### config.mk
export PLATFORM = sky130hd
export DESIGN_NAME = axis_log_replay
export DESIGN_NICKNAME = d
export VERILOG_FILES = /design/src/rtl/axis_log_replay_pkg.sv /design/src/rtl/axis_log_replay_ram.sv /design/src/rtl/axis_log_replay.sv
export SDC_FILE = /design/constraint.sdc
export NUM_CORES = 1
export LEC_CHECK = 0
export CAP_MARGIN = 20
export CELL_PAD_IN_SITES_DETAIL_PLACEMENT = 1
export CELL_PAD_IN_SITES_GLOBAL_PLACEMENT = 1
export CORE_ASPECT_RATIO = 0.6
export CORE_MARGIN = 2
export CORE_UTILIZATION = 46
export DETAILED_ROUTE_END_ITERATION = 10
export PLACE_DENSITY = 0.67
export SYNTH_ARGS = -nofsm -noshare
export SYNTH_HDL_FRONTEND = slang
export SYNTH_HIERARCHICAL = 1
export SYNTH_SLANG_ARGS = --single-unit
### constraint.sdc
create_clock -name clk -period 3.3 [get_ports clk]
set_input_delay 0.33 -clock clk [delete_from_list [all_inputs] [get_ports clk]]
set_output_delay 0.33 -clock clk [all_outputs]
set_load 0.03 [all_outputs]
### src/rtl/axis_log_replay_pkg.sv
// Shared types and constants for the AXI-stream capture/replay buffer.
package axis_log_replay_pkg;

    typedef enum logic [1:0] {
        IDLE,
        CAPTURE,
        REPLAY
    } state_t;

    localparam int DROPPED_W = 16;

    // Stored entry is {TLAST, TID, TDEST, TKEEP, TDATA}.
    function automatic int entry_width(input int data_width);
        return data_width + data_width / 8 + 3;
    endfunction

endpackage

### src/rtl/axis_log_replay_ram.sv
// Simple dual-port RAM: one write port, one synchronous read port with read enable.
module axis_log_replay_ram #(
    parameter int WIDTH      = 11,
    parameter int DEPTH_LOG2 = 6
) (
    input  logic                  clk,
    input  logic                  wr_en,
    input  logic [DEPTH_LOG2-1:0] wr_addr,
    input  logic [WIDTH-1:0]      wr_data,
    input  logic                  rd_en,
    input  logic [DEPTH_LOG2-1:0] rd_addr,
    output logic [WIDTH-1:0]      rd_data
);

    logic [WIDTH-1:0] mem [2**DEPTH_LOG2];

    always_ff @(posedge clk) begin
        if (wr_en)
            mem[wr_addr] <= wr_data;
        if (rd_en)
            rd_data <= mem[rd_addr];
    end

endmodule

### src/rtl/axis_log_replay.sv
// Capture-and-replay buffer for the governor debug path.
// Optional continuous replay is enabled with the AXIS_LOG_REPLAY_LOOP_EN macro.
module axis_log_replay
    import axis_log_replay_pkg::*;
#(
    parameter int DATA_WIDTH = 8,
    parameter int DEPTH_LOG2 = 6
) (
    input  logic                    clk,
    input  logic                    aresetn,
    input  logic [DATA_WIDTH-1:0]   cap_TDATA,
    input  logic [DATA_WIDTH/8-1:0] cap_TKEEP,
    input  logic                    cap_TDEST,
    input  logic                    cap_TID,
    input  logic                    cap_TLAST,
    input  logic                    cap_TVALID,
    output logic                    cap_TREADY,
    output logic [DATA_WIDTH-1:0]   rep_TDATA,
    output logic [DATA_WIDTH/8-1:0] rep_TKEEP,
    output logic                    rep_TDEST,
    output logic                    rep_TID,
    output logic                    rep_TLAST,
    output logic                    rep_TVALID,
    input  logic                    rep_TREADY,
    input  logic                    capture_en,
    input  logic                    replay_start,
    input  logic                    clear,
`ifdef AXIS_LOG_REPLAY_LOOP_EN
    input  logic                    replay_loop,
`endif
    output logic [DEPTH_LOG2:0]     count,
    output logic [DROPPED_W-1:0]    dropped,
    output logic                    busy
);

    localparam int KW = DATA_WIDTH / 8;
    localparam int EW = entry_width(DATA_WIDTH);
    localparam logic [DEPTH_LOG2:0] FULL = {1'b1, {DEPTH_LOG2{1'b0}}};
`ifdef AXIS_LOG_REPLAY_LOOP_EN
    localparam bit LOOP_BUILD = 1'b1;
    logic loop_on;
    assign loop_on = replay_loop;
`else
    localparam bit LOOP_BUILD = 1'b0;
    logic loop_on;
    assign loop_on = 1'b0;
`endif

    state_t                state;
    logic [DEPTH_LOG2-1:0] rd_ptr;
    logic [DEPTH_LOG2-1:0] acc_idx;
    logic [DEPTH_LOG2-1:0] last_idx;
    logic                  issue_active;
    logic                  mid_valid;
    logic [EW-1:0]         rd_data;
    logic                  cap_fire, wr_en, rep_fire, out_ready, rd_en;

    assign last_idx  = DEPTH_LOG2'(count - 1'b1);
    assign cap_fire  = (state == CAPTURE) && cap_TVALID && cap_TREADY;
    assign wr_en     = cap_fire && (count != FULL);
    assign rep_fire  = rep_TVALID && rep_TREADY;
    assign out_ready = !rep_TVALID || rep_TREADY;
    // The RAM output register is the middle pipeline stage; it only reloads
    // when it is empty or about to move into the output register.
    assign rd_en     = (state == REPLAY) && issue_active && (!mid_valid || out_ready);

    axis_log_replay_ram #(
        .WIDTH      (EW),
        .DEPTH_LOG2 (DEPTH_LOG2)
    ) u_ram (
        .clk     (clk),
        .wr_en   (wr_en),
        .wr_addr (count[DEPTH_LOG2-1:0]),
        .wr_data ({cap_TLAST, cap_TID, cap_TDEST, cap_TKEEP, cap_TDATA}),
        .rd_en   (rd_en),
        .rd_addr (rd_ptr),
        .rd_data (rd_data)
    );

    always_ff @(posedge clk or negedge aresetn) begin
        if (!aresetn) begin
            state        <= IDLE;
            cap_TREADY   <= 1'b0;
            rep_TVALID   <= 1'b0;
            rep_TDATA    <= '0;
            rep_TKEEP    <= '0;
            rep_TDEST    <= 1'b0;
            rep_TID      <= 1'b0;
            rep_TLAST    <= 1'b0;
            count        <= '0;
            dropped      <= '0;
            busy         <= 1'b0;
            rd_ptr       <= '0;
            acc_idx      <= '0;
            issue_active <= 1'b0;
            mid_valid    <= 1'b0;
        end else begin
            case (state)
                IDLE: begin
                    if (clear) begin
                        count   <= '0;
                        dropped <= '0;
                    end else if (replay_start) begin
                        if (count != '0) begin
                            state        <= REPLAY;
                            busy         <= 1'b1;
                            issue_active <= 1'b1;
                            rd_ptr       <= '0;
                            acc_idx      <= '0;
                        end
                    end else if (capture_en) begin
                        state      <= CAPTURE;
                        busy       <= 1'b1;
                        cap_TREADY <= 1'b1;
                    end
                end
                CAPTURE: begin
                    if (wr_en)
                        count <= count + 1'b1;
                    else if (cap_fire && dropped != '1)
                        dropped <= dropped + 1'b1;
                    if (!capture_en) begin
                        state      <= IDLE;
                        busy       <= 1'b0;
                        cap_TREADY <= 1'b0;
                    end
                end
                REPLAY: begin
                    if (rd_en) begin
                        if (rd_ptr == last_idx) begin
                            rd_ptr <= '0;
                            if (!LOOP_BUILD)
                                issue_active <= 1'b0;
                        end else begin
                            rd_ptr <= rd_ptr + 1'b1;
                        end
                    end
                    if (rd_en)
                        mid_valid <= 1'b1;
                    else if (out_ready)
                        mid_valid <= 1'b0;
                    if (out_ready) begin
                        rep_TVALID <= mid_valid;
                        if (mid_valid) begin
                            rep_TDATA <= rd_data[DATA_WIDTH-1:0];
                            rep_TKEEP <= rd_data[DATA_WIDTH +: KW];
                            rep_TDEST <= rd_data[DATA_WIDTH+KW];
                            rep_TID   <= rd_data[DATA_WIDTH+KW+1];
                            rep_TLAST <= rd_data[DATA_WIDTH+KW+2];
                        end
                    end
                    if (rep_fire)
                        acc_idx <= (acc_idx == last_idx) ? '0 : acc_idx + 1'b1;
                    // Looping prefetches past the end; those beats are flushed here.
                    if (rep_fire && acc_idx == last_idx && !loop_on) begin
                        state        <= IDLE;
                        busy         <= 1'b0;
                        rep_TVALID   <= 1'b0;
                        mid_valid    <= 1'b0;
                        issue_active <= 1'b0;
                    end
                end
                default: state <= IDLE;
            endcase
        end
    end

endmodule

# After elaboration in Yosys (flattened, before gate mapping)

Memories as Yosys holds them, arrays and structs flattened. A register that Yosys moved wholly into a read port is not among the register bits.
Cells that the tools add are included.

Add/subtract/negate cells: 5
Equal/unequal tests: 23
Muxes and demuxes: 46
Reductions and logical operators: 30

Operators with widths:

| kind                                                  | number |
|---|---|
| two-way mux 16 bit                                    | 3 |
| two-way mux 6 bit                                     | 7 |
| one-hot mux 16 bit (2 select lines)                   | 1 |
| one-hot mux 6 bit (2 select lines)                    | 2 |
| two-way mux 1 bit                                     | 20 |
| inequality test 2 bit, second input constant          | 10 |
| AND reduction 5 bit                                   | 4 |
| adder 16 x 1 -> 16 bit, second input constant         | 1 |
| inequality test 16 bit, second input constant         | 1 |
| two-way mux 7 bit                                     | 2 |
| one-hot mux 7 bit (2 select lines)                    | 1 |
| adder 6 x 1 -> 6 bit, second input constant           | 2 |
| == test 6 bit                                         | 2 |
| two-way mux 2 bit                                     | 6 |
| AND reduction 6 bit                                   | 2 |
| logical AND 1 bit                                     | 8 |
| adder 7 x 1 -> 7 bit, second input constant           | 1 |
| inequality test 7 bit, second input constant          | 1 |
| nonzero test 7 bit                                    | 1 |
| inequality test 2 x 1 -> 1 bit, second input constant | 3 |
| inequality test 3 bit, second input constant          | 2 |
| one-hot mux 2 bit (3 select lines)                    | 1 |
| AND reduction 3 bit                                   | 2 |
| nonzero test 2 bit                                    | 3 |
| other kinds (13)                                      | 18 |

Flip-flop bits (word level): 54
Memory bits (writable): 768
Bits of input ports: 19
Output and inout port bits: 38
Word-level logic and storage cells: 120
Memories: 1

Memories:

| name      | words | bits a word | rd ports | clocked after memory_dff | write ports | line                      | source |
|---|---|---|---|---|---|---|---|
| u_ram.mem | 64    | 12          | 1        | 1                        | 1           | axis_log_replay_ram.sv:15 | `logic [WIDTH-1:0] mem [2**DEPTH_LOG2];` |

# Longest topological paths before layout

Depth after elaboration: 7
Gate-level depth with buffers: 10
Gate-level depth less buffers: 8

# Hierarchy

The synthesis kept the hierarchy.

By module, submodules not included:

| module              | instances | cells an instance | area an instance (µm²) | sequential area each (µm²) |
|---|---|---|---|---|
| axis_log_replay_ram | 1         | 1,339             | 29,971.2               | 23,422.5 |
| axis_log_replay     | 1         | 336               | 3,196.8                | 1,351.3 |

# Worst setup path after synthesis

OpenSTA, ideal clock, no wires.

Path kind: register -> register
Start: register count[0]
End: memory u_ram/mem[49][0] (netlist bit) (enable)
Setup time: 396 ps
Arrival time: 2,866 ps
Required time: 2,904 ps
Setup slack: 38 ps
Cell stages (with the launch flop): 8
Buffers on the path: 1
Clock period less this slack: 3,262 ps
Cell sequence: dfrtp_1 -> buf_2 -> inv_1 -> ha_1 -> nor2b_2 -> a31oi_1 -> nand4_1 -> nor3_1

Longest elaborated chain between the ends: 4

RTL lines:

| item                                    | line                      | source |
|---|---|---|
| start: declaration                      | axis_log_replay.sv:31     | `output logic [DEPTH_LOG2:0] count,` |
| start signal: assignment                | axis_log_replay.sv:119    | `count <= count + 1'b1;` |
| inequality test 7 bit                   | axis_log_replay.sv:60     | `assign wr_en = cap_fire && (count != FULL);` |
| logical AND 1 bit                       | axis_log_replay.sv:60     |  |
| via wr_en                               | axis_log_replay.sv:56     | `logic cap_fire, wr_en, rep_fire, out_ready, rd_en;` |
| two-way mux 1 bit                       | axis_log_replay_ram.sv:18 | `if (wr_en)` |
| two-way mux 1 bit (implied by the code) | axis_log_replay_ram.sv:19 | `mem[wr_addr] <= wr_data;` |
| end: declaration                        | axis_log_replay_ram.sv:15 |  |

The timed path passes the listed nets, and every way through them passes these cells.

==> impl_metrics.csv <==
group,metric,value,unit
setup_path,path_class,"flop to flop",
logic_synthesis,dominant_combinational_cell_family_by_area_after_synthesis,"multiplexers",
global_route,first_global_vias,18000,
logic_synthesis,postSynthCellCount,1675,
die,chipWidth,351,um
cells_and_area,finish.net_count,1912,
clock_network,clock_root_buffer,"sky130_fd_sc_hd__clkbuf_16",
setup_path,timing.critical_path.to_type,"flop",
global_route,grt_use_met2,32.8,%
setup_path,critPathArrivalTime,3320,ps
place,port_buffers,56,
drt,route.final.wire_length,88.0,mm
logic_synthesis,number_of_synthesized_flops_with_an_enable_pin,780,
logic_synthesis,synth.cell_area,33200,um^2
cells_and_area,fin_area,38300,um^2
timing,worst-slew-pin-transition,1090,ps
drt,postRouteAntennaNets,0,
power,internal_power_contribution,19.1,mW
clock_network,clk_pin_slew,60,ps
place,place.detailed.hpwl,57.9,mm
global_route,global_route.usage.met1,38.8,%
global_route,antenna_found_initial,5,
logic_synthesis,synthesis.nets,1704,
logic_synthesis,asyncSetResetFlopFracSynth,6.47,%
power,net-switching-power,7.08,mW
cells_and_area,layout.cells.most_common_list,"sky130_fd_sc_hd__edfxtp_1 (780), sky130_fd_sc_hd__mux4_2 (192), sky130_fd_sc_hd__buf_4 (137)",
setup_path,timing.rr.end,"u_ram/rd_data[8]",
global_route,largest_net_degree_at_the_start_of_global_routing,65,
logic_synthesis,synthSimpleGateAreaFrac,4.24,%
setup_path,worst_ep_required_time,3690,ps
timing,setup_tns,0,ps
global_route,groute.usage.overall,24.3,%
setup_path,crit_path_end,"u_ram/rd_data[8]",
run,timing.max_cap.violations,0,
setup_path,r2r-start,"rd_ptr[0]",
clock_network,ctsHtreeMaxLevel,3,
drt,route.detailed.drc,0,
timing,grt_setup_unrepaired,"no",
power,pwr-share-clk,32.9,%
logic_synthesis,synth.avg_cell_area,19.8,um^2
clock_network,cts_num_sinks,834,
drt,post_drt_wl_per_cell,30.2,um
timing,setup_viol_count_final,0,
power,p_comb_share,20.6,%
die,floorplan.rows,76,
logic_synthesis,dominantRegCellSynth,"sky130_fd_sc_hd__edfxtp_1",
setup_path,timing.critical_path.fanout_max,18,
die,core_area,71500,um^2
die,die_outline_area,74300,um^2
timing,timing.fmax,0.341,GHz
place,placed_area,35800,um^2
clock_network,cts_tree,"yes",
clock_network,number_of_buffers_created_by_cts,77,
status,status,"completed",
power,static-leakage-power,12.1,nW
die,effective_utilization_at_floorplan,46.4,%
die,io_pins,57,
clock_network,worstSkewPairLatency,640,ps
cells_and_area,final_common_cell,"sky130_fd_sc_hd__edfxtp_1",
drt,firstDrtPassIters,5,
cells_and_area,drive_above_1_share,25.7,%
place,globalplace.congestion,0.840,
power,power.density_cell_area,685,nW/um^2
logic_synthesis,synth_xor_xnor_area_share,0.913,%
power,swShare,27.0,%
timing,final-hold-violation-count,0,
global_route,global_route.peak_usage_layer,"met1",
hold_path,hold_class,"input port to flop",
drt,num_vias,17500,
clock_network,clock_path_buffers,3,
global_route,globalRouteOverflowTotal,0,
drt,drt-vias-per-instance,6.01,
power,seq_power_share,46.5,%
timing,period_minus_slack,2930,ps
timing,finClkSkew,23.6,ps
setup_path,timing.reg2reg.worst_path_depth,6,
setup_path,worst_setup_path_startpoint,"rd_ptr[0]",
global_route,grt_first_pass_wirelength,128,mm
logic_synthesis,yosysSeqAreaShare,74.7,%
logic_synthesis,yosys_warnings,6,
logic_synthesis,yosys-mux-area-fraction,14.4,%
logic_synthesis,synth-adder-area-share,0.377,%
global_route,grt_util_met3,6.68,%
timing,final-max-slew-violation-count,0,
logic_synthesis,yosys.cell_types.count,66,
drt,drt_iter0_markers,2261,
timing,slew_headroom,27.6,%
setup_path,r2r_setup_slack,370,ps
logic_synthesis,synth_seq_cells,834,
die,die_y,212,um
cells_and_area,area_growth,15.4,%
setup_path,critical_path.startpoint_type,"flop",
logic_synthesis,synth_compound_gate_area_share,3.61,%
timing,finalCritPeriodShare,88.8,%
power,ir_worst_vdd,387,uV
cells_and_area,layout.filler_cells,6399,
-- cells by family after synthesis --
family                   Yosys count
buffers and inverters            106
AND/OR/NAND/NOR                  291
adder cells (fa/ha/maj)           10
flip-flops                       834
multiplexers                     236
XOR/XNOR                          33
AO/OA/AOI/OAI                    165
-- layer usage --
layer | vias to the layer above | part of all wire, %
li1 | 7290 | -
met1 | 9374 | 46
met2 | 763 | 42
met3 | 110 | 10
met4 | 2 | 2.0
met5 | - | 0.20
-- flip-flops by register name (all words and copies together) (netlist names) --
name,count
acc_idx,6
mid_valid,1
u_ram/mem,768
rep_TID,1
state,2
rep_TVALID,1
cap_TREADY,1
rep_TKEEP,1
issue_active,1
u_ram/rd_data,12
rd_ptr,6
rep_TDEST,1
rep_TLAST,1
dropped,16
busy,1
count,7
rep_TDATA,8
-- Yosys cell counts, types with 9 or more instances --
master / count / area [um^2]
sky130_fd_sc_hd__a211oi_1: 15 / 113
sky130_fd_sc_hd__a21oi_1: 16 / 80.1
sky130_fd_sc_hd__a22oi_1: 9 / 67.6
sky130_fd_sc_hd__a31oi_1: 13 / 81.3
sky130_fd_sc_hd__buf_2: 16 / 80.1
sky130_fd_sc_hd__buf_4: 12 / 90.1
sky130_fd_sc_hd__buf_6: 14 / 158
sky130_fd_sc_hd__clkbuf_1: 41 / 154
sky130_fd_sc_hd__dfrtp_1: 54 / 1350
sky130_fd_sc_hd__edfxtp_1: 780 / 23400
sky130_fd_sc_hd__ha_1: 10 / 125
sky130_fd_sc_hd__inv_1: 19 / 71.3
sky130_fd_sc_hd__mux2_2: 20 / 225
sky130_fd_sc_hd__mux2i_1: 23 / 230
sky130_fd_sc_hd__mux4_2: 192 / 4320
sky130_fd_sc_hd__nand2_1: 46 / 173
sky130_fd_sc_hd__nand2b_1: 25 / 156
sky130_fd_sc_hd__nand3_1: 33 / 165
sky130_fd_sc_hd__nor2_1: 114 / 428
sky130_fd_sc_hd__nor2b_1: 16 / 100
sky130_fd_sc_hd__nor3_1: 17 / 85.1
sky130_fd_sc_hd__o21ai_0: 28 / 140
sky130_fd_sc_hd__o221ai_1: 16 / 140
sky130_fd_sc_hd__o22ai_1: 23 / 144
sky130_fd_sc_hd__xnor2_1: 24 / 210
-- power by group through the flow --
stage	Clock (mW)	Combinational (mW)	Sequential, mW
after global routing	9.19	5.77	12.2
after global placement	0	5.28	12.4
final	8.63	5.40	12.2
after floorplan	0	3.40	12.4
after detailed placement	0	5.39	12.4
after CTS	8.78	5.42	12.2
-- critical path, stage by stage (launching register included) --
cell                      delay, ps
sky130_fd_sc_hd__dfrtp_4        630
sky130_fd_sc_hd__buf_12         240
sky130_fd_sc_hd__buf_4          170
sky130_fd_sc_hd__mux4_2         510
sky130_fd_sc_hd__a22oi_1        330
sky130_fd_sc_hd__nand3_1        410
sky130_fd_sc_hd__a32o_1         350
-- worst min path at each step --
stage,depth (start not counted),endpoint,from
floorplan,0,acc_idx[0],aresetn
global placement,1,busy,aresetn
detailed placement,1,state[1],aresetn
CTS,1,u_ram/mem[19][1],cap_TDATA[1]
global route,1,u_ram/mem[55][0],cap_TDATA[0]
finish,1,u_ram/mem[50][0],cap_TDATA[0]
-- timing repair --
action                                 in CTS  in global routing
setup endpoints to repair                   0                  0
gates resized for setup                     0                  0
endpoints found under the hold margin      24                  0
hold buffers                                1                  0
setup buffers                               0                  0
-- layout make-up --
class	instances	area, um^2	area share [%]
Inverter	19	71.3	0.186
Tap cell	975	1220	3.19
Multi-Input combinational cell	735	7840	20.5
Timing Repair Buffer	216	1970	5.16
Clock inverter	34	277	0.722
Antenna cell	1	2.50	0.00654
Sequential cell	834	24800	64.7
Clock buffer	103	2110	5.51
-- stage by stage --
step	instances	total power [mW]	setup slack [ps]	hold slack, ps	util [%]
after floorplan	1675	15.8	37.5	34.4	-
after global placement	2772	17.7	443	385	50.0
after detailed placement	2773	17.8	411	404	50.0
after CTS	2911	26.4	375	198	53.4
after global routing	2916	27.2	257	37.9	53.5
final	2917	26.2	369	45.4	53.5
Power figures use the tool's default switching activity.
